==> src/rtl/riscv_rsb_ckpt.sv <==
// rtl/riscv_rsb_ckpt.sv - return stack buffer with single-slot speculative checkpoint/restore
// Circular LIFO of link addresses; oldest entry is overwritten when a push hits a full stack.
module riscv_rsb_ckpt #(
   parameter int unsigned XLEN     = 32,
   parameter int unsigned DEPTH    = 4,
   parameter bit          HAS_CKPT = 1'b1
) (
   input  logic                       rst_ni,
   input  logic                       clk_i,
   input  logic                       ena_i,
   input  logic                       push_i,
   input  logic                       pop_i,
   input  logic [XLEN-1:0]            d_i,
   output logic [XLEN-1:0]            q_o,
   output logic                       empty_o,
   output logic                       full_o,
   output logic [$clog2(DEPTH+1)-1:0] count_o,
   output logic                       ovf_o,
   input  logic                       ckpt_i,
   input  logic                       restore_i
);
   localparam int unsigned PW = $clog2(DEPTH);
   localparam int unsigned CW = $clog2(DEPTH+1);

   logic [XLEN-1:0] entry_q [DEPTH];
   logic [XLEN-1:0] entry_d [DEPTH];
   logic [PW-1:0]   ptr_q, ptr_d, ptr_inc, ptr_dec;
   logic [CW-1:0]   count_q, count_d;
   logic            ovf_q, ovf_d;
   logic [PW-1:0]   s_ptr_q, s_ptr_d;
   logic [CW-1:0]   s_count_q, s_count_d;
   logic [XLEN-1:0] s_top_q, s_top_d;
   logic            is_full, is_empty;

   assign ptr_inc  = ptr_q + 1'b1;
   assign ptr_dec  = ptr_q - 1'b1;
   assign is_full  = (count_q == CW'(DEPTH));
   assign is_empty = (count_q == '0);

   always_comb begin
      entry_d   = entry_q;
      ptr_d     = ptr_q;
      count_d   = count_q;
      ovf_d     = 1'b0;
      s_ptr_d   = s_ptr_q;
      s_count_d = s_count_q;
      s_top_d   = s_top_q;
      if (HAS_CKPT && restore_i) begin
         ptr_d            = s_ptr_q;
         count_d          = s_count_q;
         entry_d[s_ptr_q] = s_top_q;
      end else if (ena_i) begin
         // A simultaneous push/pop replaces the top in place; on empty it degrades to a push.
         if (push_i && pop_i && !is_empty) begin
            entry_d[ptr_q] = d_i;
         end else if (push_i) begin
            ptr_d            = ptr_inc;
            entry_d[ptr_inc] = d_i;
            count_d          = is_full ? count_q : count_q + 1'b1;
            ovf_d            = is_full;
         end else if (pop_i && !is_empty) begin
            ptr_d   = ptr_dec;
            count_d = count_q - 1'b1;
         end
         if (HAS_CKPT && ckpt_i) begin
            s_ptr_d   = ptr_d;
            s_count_d = count_d;
            s_top_d   = entry_d[ptr_d];
         end
      end
   end

   always_ff @(posedge clk_i or negedge rst_ni) begin
      if (!rst_ni) begin
         for (int i = 0; i < DEPTH; i++) entry_q[i] <= '0;
         ptr_q     <= '0;
         count_q   <= '0;
         ovf_q     <= 1'b0;
         s_ptr_q   <= '0;
         s_count_q <= '0;
         s_top_q   <= '0;
      end else begin
         for (int i = 0; i < DEPTH; i++) entry_q[i] <= entry_d[i];
         ptr_q     <= ptr_d;
         count_q   <= count_d;
         ovf_q     <= ovf_d;
         s_ptr_q   <= s_ptr_d;
         s_count_q <= s_count_d;
         s_top_q   <= s_top_d;
      end
   end

   assign q_o     = is_empty ? '0 : entry_q[ptr_q];
   assign empty_o = is_empty;
   assign full_o  = is_full;
   assign count_o = count_q;
   assign ovf_o   = ovf_q;
endmodule

==> config.mk <==
export PLATFORM = sky130hd
export DESIGN_NAME = riscv_rsb_ckpt
export DESIGN_NICKNAME = d
export VERILOG_FILES = /design/src/rtl/riscv_rsb_ckpt.sv
export SDC_FILE = /design/constraint.sdc
export NUM_CORES = 1
export LEC_CHECK = 0
export ABC_AREA = 1
export ABC_CLOCK_PERIOD_IN_PS = 2650
export CORE_MARGIN = 2
export CORE_UTILIZATION = 30
export CTS_CLUSTER_DIAMETER = 120
export DETAILED_ROUTE_END_ITERATION = 12
export SYNTH_ARGS = -nofsm -noshare
export SYNTH_HDL_FRONTEND = slang
export SYNTH_SLANG_ARGS = --single-unit
==> constraint.sdc <==
create_clock -name clk_i -period 2.65 [get_ports clk_i]
set_clock_uncertainty 0.05 [all_clocks]
set_input_delay 0.795 -clock clk_i [delete_from_list [all_inputs] [get_ports clk_i]]
set_output_delay 0.795 -clock clk_i [all_outputs]
set_load 0.02 [all_outputs]
==> run_results.csv <==
group,metric,value,unit
status,status,"finished, violations left",
status,violations,"negative setup slack",
clocking,clock_latency,0.46,ns
finish,areaGrowthSynthToFinish,27.3,%
finish,multiInputGateArea,8740,µm²
clocking,clockBufferDepth,2,
floorplan,io_pins,77,
place,portBuffers,76,
grt,grt_usage,0.235,
setup_path,critPathRequiredTime,1.81,ns
floorplan,die_h,222,µm
synthesis,synthesis.nets,2426,
floorplan,start_util,0.306,
worst_hold_path,hold_class,"in2async",
route,drt-initial-drc-count,1523,
timing,min_period_over_period,1.04,
finish,regArea,4280,µm²
route,dr_total_vias,16700,
setup_path,critPathMaxStageDelay,0.45,ns
setup_path,crit_type,"reg2out",
flow_run,drv_cap,0,
setup_path,critPathMaxFanout,23,
place,place_inst,3004,
setup_path,crit_family,"buffers and inverters",
grt,grt_overflow,0,
grt,grt_max_degree,64,
power,power_leakage,9.15,nW
clocking,h-tree-depth,4,
timing,worst_pin_slew,0.666,ns
timing,worst_slack,-0.101,ns
floorplan,die_x,222,µm
finish,layout-drive-gt1-share,0.135,
route,drc,0,
setup_path,cpMostUsedCell,"buf_6",
route,post_drt_wl_per_cell,19.4,µm
setup_path,rrSetupSlack,0.14,ns
finish,fin_util,0.389,
clocking,cts_hold_buf,0,
timing,setup_viol,25,
place,dp_hpwl,34100,µm
grt,grt_pass1_vias,16100,
place,routabilityCongestion,0.857,
timing,period_needed,2.75,ns
route,ant_nets,0,
timing,relSlewSlack,0.556,
setup_path,rr_startpoint,"ptr_q[0]",
setup_path,cp-start-kind,"flop",
clocking,clkSinkCount,171,
synthesis,synth_cell_types,27,
synthesis,yosys_warnings,0,
finish,nets,2484,
clocking,numCtsBuffers,17,
synthesis,synth.avg_cell_area,6.00,µm²
finish,nFillCells,4887,
synthesis,ys_seq_elements,171,
floorplan,rows,79,
synthesis,syn_inst,2380,
grt,grt_pass1_wl,90800,µm
timing,rsz0062_at_grt,"true",
finish,fin_cells,3059,
synthesis,ys_seq_area_frac,0.300,
synthesis,syn_area,14300,µm²
timing,max_clock_freq,364,MHz
route,finalWirelength,59300,µm
timing,fin_tns_setup,-1.31,ns
clocking,cts_root_buffer,"clkbuf_16",
setup_path,worstPathArrival,1.91,ns
route,vias_per_cell,5.46,
setup_path,rr_worst_depth,16,
grt,antenna_found_initial,1,
setup_path,path_buf_inv,4,
route,first_pass_iters,6,
floorplan,core,46800,µm²
setup_path,r2r_end,"s_top_q[30]",
power,power.density,1340,nW/µm²
clocking,cts_tree,"done",
floorplan,die-area,49400,µm²
timing,hold_viol,0,
timing,final_max_slew_viol_count,0,
power,peakVddDrop,0.000672,V
setup_path,cp_slowest_cell,"dfrtp_2",
setup_path,cp_cell_sequence,"buf_6 > inv_8 > buf_12 > a21oi_1 > o21ai_1 > a21oi_4 > buf_6",
place,post-place-ws,-0.189,ns
clocking,clk_pin_slew_worst_paths,0.08,ns
setup_path,end_kind,"output port",
power,finalPower,24.4,mW
## cells in the final DEF, fill, tap and decap left out, types with 3 or more instances in the layout
| master | count |
|---|---|
| nand2_1 | 924 |
| inv_1 | 232 |
| nand3_1 | 198 |
| dfrtp_1 | 169 |
| o21ai_0 | 165 |
| nor2_1 | 131 |
| o221ai_1 | 128 |
| buf_4 | 83 |
| o21ai_1 | 79 |
| buf_12 | 61 |
| clkdlybuf4s50_1 | 40 |
| a21oi_2 | 37 |
| a21oi_1 | 37 |
| buf_6 | 33 |
| a21oi_4 | 22 |
| clkbuf_16 | 22 |
| o21ai_2 | 16 |
| nand2_2 | 10 |
| inv_2 | 6 |
| o211ai_1 | 6 |
| bufinv_16 | 5 |
| clkinv_2 | 4 |
| o21ai_4 | 4 |
| ha_4 | 4 |
| a22oi_1 | 3 |
| inv_6 | 3 |
## metal layers
layer	part of all wire	routed length, µm	vias to the layer above	global-route usage
met5	0	0	-	0
met4	0.040	2390	0	0.112
met3	0.081	4800	183	0.0343
met2	0.47	28100	858	0.396
met1	0.40	24000	7796	0.295
li1	-	-	7860	-
## worst max-delay path by stage
stage / start / end / cells past startpoint
after global placement: count_o[0] / q_o[31] / 8
final: ptr_q[0] / q_o[21] / 7
after detailed placement: ptr_q[0] / q_o[31] / 7
after floorplan: count_o[0] / q_o[22] / 6
after global routing: count_o[0] / q_o[21] / 9
after CTS: count_o[1] / q_o[6] / 9
## cell usage after synthesis
cell | instances | area share
o211ai_1 | 6 | 0.0032
buf_1 | 22 | 0.0058
o21ai_0 | 222 | 0.078
clkbuf_1 | 67 | 0.018
clkinv_1 | 2 | 0.00053
nand2_2 | 9 | 0.0039
nand3_1 | 198 | 0.069
o21ai_1 | 42 | 0.015
nor2_2 | 1 | 0.00044
nor2_4 | 1 | 0.00079
xor2_1 | 1 | 0.00061
nand2_1 | 926 | 0.24
inv_2 | 4 | 0.0011
dfrtp_1 | 171 | 0.30
ha_1 | 7 | 0.0061
inv_1 | 236 | 0.062
a21oi_1 | 96 | 0.034
o221ai_1 | 128 | 0.078
nor3_1 | 1 | 0.00035
or2_1 | 1 | 0.00044
nand2_4 | 2 | 0.0016
buf_6 | 11 | 0.0087
nand3_2 | 1 | 0.00070
a22oi_1 | 3 | 0.0016
buf_4 | 10 | 0.0053
nor2_1 | 133 | 0.035
buf_2 | 79 | 0.028
## cells by family after synthesis
group / after synthesis / synth area share
flip-flops: 171 / 0.300
buffers and inverters: 431 / 0.129
XOR/XNOR: 1 / 0.000613
adder cells (fa/ha/maj): 7 / 0.00613
AND/OR/NAND/NOR: 1273 / 0.356
AO/OA/AOI/OAI: 497 / 0.209
## report_power, final
part           internal (mW)  switching (mW)
Combinational           6.68            10.1
Sequential              3.82           0.828
Clock                   1.68            1.22
## metrics by stage
stage,hold WS [ns],cell area [µm²]
floorplan,0.400,14300
global placement,0.415,16600
detailed placement,0.426,16600
CTS,0.252,17800
global route,0.278,18200
finish,0.259,18200
## final cells by class
type	instances	area share
diodes	1	0.000138
clock buffers	18	0.0236
clock inverters	14	0.0119
inverters	242	0.0506
multi-input cells	1778	0.481
flip-flops and latches	171	0.235
well taps	607	0.0418
repair buffers	228	0.156
## worst reg2reg max path: stages, from the launching register on
cell and delay, ns:
dfrtp_2 0.45, buf_6 0.14, inv_8 0.11, buf_12 0.15
buf_4 0.12, buf_4 0.13, ha_4 0.20, or2_1 0.22
nand2_1 0.06, nand2_1 0.07, nand2_2 0.13, inv_2 0.09
buf_4 0.19, nand3_1 0.10, nand2_1 0.05, nand2_1 0.05
nand2_1 0.06
## registers in the layout (all words and copies together), names as in the netlist
register / count
entry_q: 128
ptr_q: 2
count_o: 3
ovf_o: 1
s_top_q: 32
s_count_q: 3
s_ptr_q: 2
## repair_timing
action / in CTS / in global routing
pin swaps: 18 / 28
endpoints found under the setup margin: 34 / 56
resized for setup: 268 / 104
setup buffers: 13 / 5
cloned: 5 / 6
(Power assumes the default switching activity.)
